$ cat src/rtl/mem_port_arbiter.sv
// ---------------------------------------------------------------------------
// mem_port_arbiter
//   Shares one single-ported unified memory between the instruction-fetch
//   requester and the load/store requester of the multi-cycle CPU. One
//   transaction is in flight at a time. It is issued to memory, held for a
//   fixed latency, and then the read data is returned to the requester that
//   won. When both requesters ask in the same IDLE cycle, the winner
//   alternates so that neither requester starves.
//
// Parameters
//   AW       address width
//   DW       data width
//   MEM_LAT  cycles from the mem_en cycle to valid mem_rdata (1..15)
//
// Ports
//   clk, rst                  clock; synchronous active-high reset
//   if_req/if_addr            fetch request and address, held until if_gnt
//   if_gnt                    1-cycle pulse: the fetch has been issued
//   if_rvalid/if_rdata        1-cycle pulse; fetched word, held until the
//                             next fetch completes
//   d_req/d_we/d_addr/d_wdata data request, held until d_gnt
//   d_gnt                     1-cycle pulse: the data access has been issued
//   d_rvalid/d_rdata          1-cycle pulse; load data, which a write leaves
//                             unchanged
//   busy                      high in every state except IDLE
//   mem_en/mem_we             memory strobe (ISSUE only) and write enable
//   mem_addr/mem_wdata        registered memory address and write data
//   mem_rdata                 memory read data, valid MEM_LAT cycles after
//                             mem_en
// ---------------------------------------------------------------------------
module mem_port_arbiter #(
  parameter int unsigned AW      = 32,
  parameter int unsigned DW      = 32,
  parameter int unsigned MEM_LAT = 2
) (
  input  logic          clk,
  input  logic          rst,
  input  logic          if_req,
  input  logic [AW-1:0] if_addr,
  output logic          if_gnt,
  output logic          if_rvalid,
  output logic [DW-1:0] if_rdata,
  input  logic          d_req,
  input  logic          d_we,
  input  logic [AW-1:0] d_addr,
  input  logic [DW-1:0] d_wdata,
  output logic          d_gnt,
  output logic          d_rvalid,
  output logic [DW-1:0] d_rdata,
  output logic          busy,
  output logic          mem_en,
  output logic          mem_we,
  output logic [AW-1:0] mem_addr,
  output logic [DW-1:0] mem_wdata,
  input  logic [DW-1:0] mem_rdata
);

  localparam int unsigned CNT_W   = 4;
  localparam bit          LAT_ONE = (MEM_LAT == 1);

  typedef enum logic [1:0] {
    S_IDLE  = 2'd0,
    S_ISSUE = 2'd1,
    S_WAIT  = 2'd2,
    S_RESP  = 2'd3
  } state_e;

  state_e           state_q, state_d;
  logic [CNT_W-1:0] cnt_q, cnt_d;
  // Owner of the transaction in flight and of the most recent grant (1 = data).
  logic             owner_q, owner_d;
  logic             last_q, last_d;
  // Write flag of the transaction in flight; it outlives mem_we, which is
  // cleared when ISSUE ends.
  logic             we_q, we_d;

  logic             mem_en_q, mem_en_d;
  logic             mem_we_q, mem_we_d;
  logic [AW-1:0]    mem_addr_q, mem_addr_d;
  logic [DW-1:0]    mem_wdata_q, mem_wdata_d;
  logic             if_gnt_q, if_gnt_d;
  logic             d_gnt_q, d_gnt_d;
  logic             if_rvalid_q, if_rvalid_d;
  logic             d_rvalid_q, d_rvalid_d;
  logic [DW-1:0]    if_rdata_q, if_rdata_d;
  logic [DW-1:0]    d_rdata_q, d_rdata_d;
  logic             busy_q, busy_d;

  logic             any_req_c;
  logic             win_data_c;

  // Round-robin: data wins when fetch is absent, or when fetch had the
  // previous grant.
  assign any_req_c  = if_req | d_req;
  assign win_data_c = d_req & (~if_req | ~last_q);

  // State and output registers.
  always_ff @(posedge clk) begin
    if (rst) begin
      state_q     <= S_IDLE;
      cnt_q       <= '0;
      owner_q     <= 1'b0;
      last_q      <= 1'b0;
      we_q        <= 1'b0;
      mem_en_q    <= 1'b0;
      mem_we_q    <= 1'b0;
      mem_addr_q  <= '0;
      mem_wdata_q <= '0;
      if_gnt_q    <= 1'b0;
      d_gnt_q     <= 1'b0;
      if_rvalid_q <= 1'b0;
      d_rvalid_q  <= 1'b0;
      if_rdata_q  <= '0;
      d_rdata_q   <= '0;
      busy_q      <= 1'b0;
    end else begin
      state_q     <= state_d;
      cnt_q       <= cnt_d;
      owner_q     <= owner_d;
      last_q      <= last_d;
      we_q        <= we_d;
      mem_en_q    <= mem_en_d;
      mem_we_q    <= mem_we_d;
      mem_addr_q  <= mem_addr_d;
      mem_wdata_q <= mem_wdata_d;
      if_gnt_q    <= if_gnt_d;
      d_gnt_q     <= d_gnt_d;
      if_rvalid_q <= if_rvalid_d;
      d_rvalid_q  <= d_rvalid_d;
      if_rdata_q  <= if_rdata_d;
      d_rdata_q   <= d_rdata_d;
      busy_q      <= busy_d;
    end
  end

  // Next-state logic.
  always_comb begin
    state_d = state_q;
    unique case (state_q)
      S_IDLE:  if (any_req_c) state_d = S_ISSUE;
      S_ISSUE: state_d = LAT_ONE ? S_RESP : S_WAIT;
      // The counter holds the cycles left before RESP; at 1 this is the last
      // WAIT cycle.
      S_WAIT:  if (cnt_q <= CNT_W'(1)) state_d = S_RESP;
      S_RESP:  state_d = S_IDLE;
      default: state_d = S_IDLE;
    endcase
  end

  // Next values of the registered outputs and the datapath. They are
  // computed one cycle ahead so every output comes directly from a flop.
  always_comb begin
    cnt_d       = cnt_q;
    owner_d     = owner_q;
    last_d      = last_q;
    we_d        = we_q;
    mem_en_d    = 1'b0;
    mem_we_d    = mem_we_q;
    mem_addr_d  = mem_addr_q;
    mem_wdata_d = mem_wdata_q;
    if_gnt_d    = 1'b0;
    d_gnt_d     = 1'b0;
    if_rvalid_d = 1'b0;
    d_rvalid_d  = 1'b0;
    if_rdata_d  = if_rdata_q;
    d_rdata_d   = d_rdata_q;
    busy_d      = (state_d != S_IDLE);

    unique case (state_q)
      S_IDLE: begin
        if (any_req_c) begin
          owner_d    = win_data_c;
          last_d     = win_data_c;
          // A fetch never writes.
          we_d       = win_data_c & d_we;
          mem_en_d   = 1'b1;
          mem_we_d   = win_data_c & d_we;
          mem_addr_d = win_data_c ? d_addr : if_addr;
          if (win_data_c) mem_wdata_d = d_wdata;
          if_gnt_d   = ~win_data_c;
          d_gnt_d    = win_data_c;
        end
      end
      S_ISSUE: begin
        cnt_d    = CNT_W'(MEM_LAT - 1);
        mem_we_d = 1'b0;
      end
      S_WAIT: begin
        cnt_d = cnt_q - CNT_W'(1);
      end
      S_RESP: begin
        if (owner_q) begin
          d_rvalid_d = 1'b1;
          if (!we_q) d_rdata_d = mem_rdata;
        end else begin
          if_rvalid_d = 1'b1;
          if_rdata_d  = mem_rdata;
        end
      end
      default: ;
    endcase
  end

  assign if_gnt    = if_gnt_q;
  assign if_rvalid = if_rvalid_q;
  assign if_rdata  = if_rdata_q;
  assign d_gnt     = d_gnt_q;
  assign d_rvalid  = d_rvalid_q;
  assign d_rdata   = d_rdata_q;
  assign busy      = busy_q;
  assign mem_en    = mem_en_q;
  assign mem_we    = mem_we_q;
  assign mem_addr  = mem_addr_q;
  assign mem_wdata = mem_wdata_q;

endmodule

$ cat config.mk
export PLATFORM = sky130hd
export DESIGN_NAME = mem_port_arbiter
export DESIGN_NICKNAME = d
export VERILOG_FILES = /design/src/rtl/mem_port_arbiter.sv
export SDC_FILE = /design/constraint.sdc
export NUM_CORES = 1
export LEC_CHECK = 0
export CORE_MARGIN = 4
export CORE_UTILIZATION = 40
export CTS_BUF_LIST = sky130_fd_sc_hd__clkbuf_8
export DETAILED_ROUTE_END_ITERATION = 7
export PLACE_DENSITY = 0.85
export RECOVER_POWER = 50
export SKIP_CTS_REPAIR_TIMING = 1
export SLEW_MARGIN = 5
export SYNTH_ARGS = -nofsm -noshare
export SYNTH_HDL_FRONTEND = slang
export SYNTH_SLANG_ARGS = --single-unit
export TNS_END_PERCENT = 20
$ cat constraint.sdc
create_clock -name clk -period 1.75 [get_ports clk]
set_input_delay 0.2625 -clock clk [delete_from_list [all_inputs] [get_ports clk]]
set_output_delay 0.2625 -clock clk [all_outputs]
set_load 0.02 [all_outputs]
Word-level counts from Yosys, hierarchy flattened
Cells that the tools add are included.
- output and inout port bits: 135
- input port bits: 133
- register bits: 143
- reductions and logical operators: 12
- eq/ne operators: 4
- add/subtract/negate cells: 1
- bitwise gates (word level): 11
- mux-type cells: 10
- $lt $le $gt $ge: 1
- operators with widths (cell ; number):
    32-bit 2-to-1 mux ; 1
    2-bit one-hot mux with 4 select lines ; 1
    4-bit one-hot mux with 2 select lines ; 1
    1-bit NOT ; 7
    2-bit AND reduction ; 3
    3-bit AND reduction ; 2
    2-bit nonzero test ; 3
    2-bit == test (second input constant) ; 2
    4-bit by 1-bit less-or-equal comparator with 1-bit output (second input constant) ; 1
    1-bit 2-to-1 mux ; 4
    2-bit 2-to-1 mux ; 2
    2-bit OR reduction ; 2
    4-bit by 1-bit subtractor with 4-bit output (second input constant) ; 1
    3-bit OR reduction ; 1
    1-bit bitwise AND ; 2
    2-bit by 1-bit == test with 1-bit output (second input constant) ; 1
    2-bit zero test ; 1
    2-bit != test (second input constant) ; 1
    1-bit bitwise OR ; 2
    1-bit one-hot mux with 2 select lines ; 1

Depth between registers and ports, before layout
- depth after elaboration: 6
- depth in mapped cells: 6
- gate-level depth less buffers: 5

Least setup slack after synthesis
OpenSTA, ideal clock, no wires.
- kind: reg2reg
- start: register state_q[0]
- end: register mem_addr_q[22], in the netlist mem_addr[22]
- setup time: 0.080 ns
- setup slack: 0.330 ns
- arrival time: 1.340 ns
- stages on the path, launching flop included: 7
- path buffers: 1
- cells stage by stage: dfxtp_1 inv_1 ha_1 o21a_1 clkbuf_1 nor2_1 a211oi_2
- cells in the longest elaborated chain, start to end: 2
- RTL lines (item ; line ; text):
    start: declaration ; 68 ; state_e state_q, state_d;
    start signal: assignment ; 117 ; state_q <= state_d;
    2-bit zero test ; 169 ; unique case (state_q)
    2-bit AND reduction (no line) ; n/a ;
    end signal: assignment ; 124 ; mem_addr_q <= mem_addr_d;
    end: declaration ; 79 ; logic [AW-1:0] mem_addr_q, mem_addr_d;
Every way passes these cells.
A chain may end at the register's enable or synchronous reset.

Worst setup path after layout
- start: register d_rdata_q[24], in the netlist d_rdata[24]
- end: output port d_rdata[24]
- RTL lines (item ; line ; text):
    start: declaration ; 86 ; logic [DW-1:0] d_rdata_q, d_rdata_d;
    start signal: assignment ; 131 ; d_rdata_q <= d_rdata_d;
    end: declaration ; 49 ; output logic [DW-1:0] d_rdata,
No word-level cell between the ends.

==> impl_metrics.yaml <==
floorplanning:
  die_x_um: 126
  top_level_ports: 268
  dieArea_sq_um: 15800
  start_util_pct: 41.3
  rows: 42
  coreArea_sq_um: 13400
  die_h_um: 126
logic_synthesis:
  synth_cell_types: 33
  synth_ff_type: "dfxtp_1"
  synth_fp_nets: 816
  synth_area_sq_um: 5530
  synth_edf_count: 0
  ys_ff_latch: 143
  yosysWarnings: 0
  synthesis.instances: 677
  syn_avg_cell_area_sq_um: 8.17
  async_reset_ff_share_pct: 0
  ys_seq_area_share_pct: 51.8
worst_setup_path:
  crit_cells: 1
  reg2reg_from: "state_q[1]"
  reg2reg_depth: 6
  crit_chain: "clkdlybuf4s50_1"
  crit_buf_inv: 1
  rrSetupSlack_ns: 0.17
  endpoint: "d_rdata[24]"
  crit_type: "register to output pin"
  worst_ep_required_time_ns: 1.49
  crit_fanout: 2
  critPathArrivalTime_ns: 1.42
  reg2reg_to: "mem_addr[28]"
  cp_slowest_stage_delay_ns: 0.65
  start_kind: "register"
  cp-end-kind: "output pin"
  crit_family: "buffers and inverters"
  cp_slowest_cell: "clkdlybuf4s50_1"
  timing.critical_path.from: "d_rdata[24]"
final_layout:
  final_cell_mix: "264 x clkdlybuf4s50_1, 162 x nand2_1, 143 x dfxtp_1"
  drive_gt1_share_pct: 7.21
  multi_input_area_sq_um: 2330
  layout.nets: 1069
  area_growth_pct: 59.6
  diodes: 0
  mostFrequentLayoutCell: "clkdlybuf4s50_1"
  ff_latch_area_sq_um: 2860
  final_util_pct: 65.9
  num-fill-cells: 1139
  postLayoutCellArea_sq_um: 8830
sta:
  post-route-period-util_pct: 96.0
  finalSetupViolations: 0
  clock.fmax_mhz: 595
  fin_skew_ns: 0.00877
  fin_ws_ns: 0.0698
  hold_violations: 0
  rsz0062_at_grt: "false"
  hold_ws_ns: 0.302
  period_minus_slack_ns: 1.68
  slew-limit-headroom_pct: 66.9
  maxSlewViolCount: 0
  tightest_slew_ns: 0.496
clock_network:
  cts_buffers: 17
  clkTransAtPathRegs_ns: 0.08
  cts_sinks: 143
  clk_latency_ns: 0.43
  cts_tree: "built"
  clock_path_buffers: 2
  htreeDepth: 4
  cts_root_buffer: "clkbuf_8"
global_route:
  track_usage_pct: 22.0
  grt_pass1_wl_um: 28100
  grt_max_degree: 46
  antenna_found_initial: 0
  grt_pass1_vias: 5465
  gr-total-overflow: 0
pwr:
  p_leak_nw: 3.16
  cellPowerDensity_nw_per_um2: 1340
  irDropWorstVdd_v: 0.000649
  p_total_w: 0.0118
route:
  routed_via_density: 5.08
  drtIter0Drc: 317
  wl_per_cell_um: 16.1
  drc: 0
  wl_um: 18000
  num_vias: 5689
  ant_nets: 0
  dr.pass1.iters: 5
placement:
  place.gp.congestion: 0.830
  io_buffers: 267
  place_area_sq_um: 8440
  hpwl_um: 13000
  preCtsSetupSlack_ns: -0.0471
run:
  cap_viol_max_count: 0
min_path:
  min_path_type: "primary input to register"
outcome:
  outcome: "finished clean"
[flip-flops by register name (all words and copies together), names as in the netlist, 2 cells and up]
| name | flops |
|---|---|
| state_q | 2 |
| mem_addr | 32 |
| if_rdata | 32 |
| d_rdata | 32 |
| mem_wdata | 32 |
| cnt_q | 4 |
[metrics by stage]
| step | instances | setup TNS [ns] |
|---|---|---|
| 3_5_place_dp | 1087 | -0.307 |
| 3_3_place_gp | 1087 | -0.0611 |
| 5_1_grt | 1119 | 0 |
| 6_report | 1119 | 0 |
| 4_1_cts | 1119 | -0.0363 |
| 2_1_floorplan | 677 | 0 |
[synthesized netlist by cell type (3+ instances only)]
library cell	n	area [sq um]
inv_1	7	26.3
a211oi_1	25	188
dfxtp_1	143	2860
o21ai_0	36	180
ha_1	6	75.1
buf_2	16	80.1
a211oi_2	7	87.6
clkbuf_1	30	113
clkbuf_8	3	41.3
nor4_1	3	18.8
buf_6	6	67.6
nand3_1	34	170
buf_1	3	11.3
nand2_1	162	608
a21oi_1	132	661
nor2_1	41	154
[cell families after synthesis]
group                      after synthesis  synth area share, %
buffers and inverters                   67                 6.40
and+or+nand+nor                        252                 18.7
adders and majority gates                6                 1.36
DFF                                    143                 51.8
AOI/OAI and AO/OA                      209                 21.8
[layout make-up]
type / count / area share [%]
clock buffers: 19 / 2.96
clock inverters: 13 / 1.81
inverters: 7 / 0.298
multi-input cells: 467 / 26.3
flip-flops and latches: 143 / 32.4
well taps: 176 / 2.49
repair buffers: 294 / 33.7
[layer usage]
metal | vias to the layer above | global-route usage, % | share of wire, %
li1 | 2792 | - | -
met1 | 2680 | 25.4 | 40
met4 | 0 | 9.76 | 3.0
met5 | - | 0 | 0
met2 | 178 | 37.9 | 51
met3 | 39 | 6.35 | 5.6
[how the worst min path moves through the flow]
stage / from / to / slack, ns / depth (start not counted)
floorplan: mem_rdata[0] / if_rdata[0] / 0.40 / 2
global placement: d_rdata[30] / d_rdata[30] / 0.44 / 2
detailed placement: d_rdata[29] / d_rdata[29] / 0.45 / 2
CTS: rst / mem_wdata[14] / 0.27 / 2
global route: rst / mem_wdata[13] / 0.29 / 2
finish: rst / mem_en / 0.30 / 2
[report_power, final]
group          internal, W  switching, W  total [W]
clock              0.00149       0.00127    0.00276
sequential         0.00387      0.000324    0.00420
combinational      0.00215       0.00270    0.00484
No activity file was read; power rests on OpenSTA's default activity.
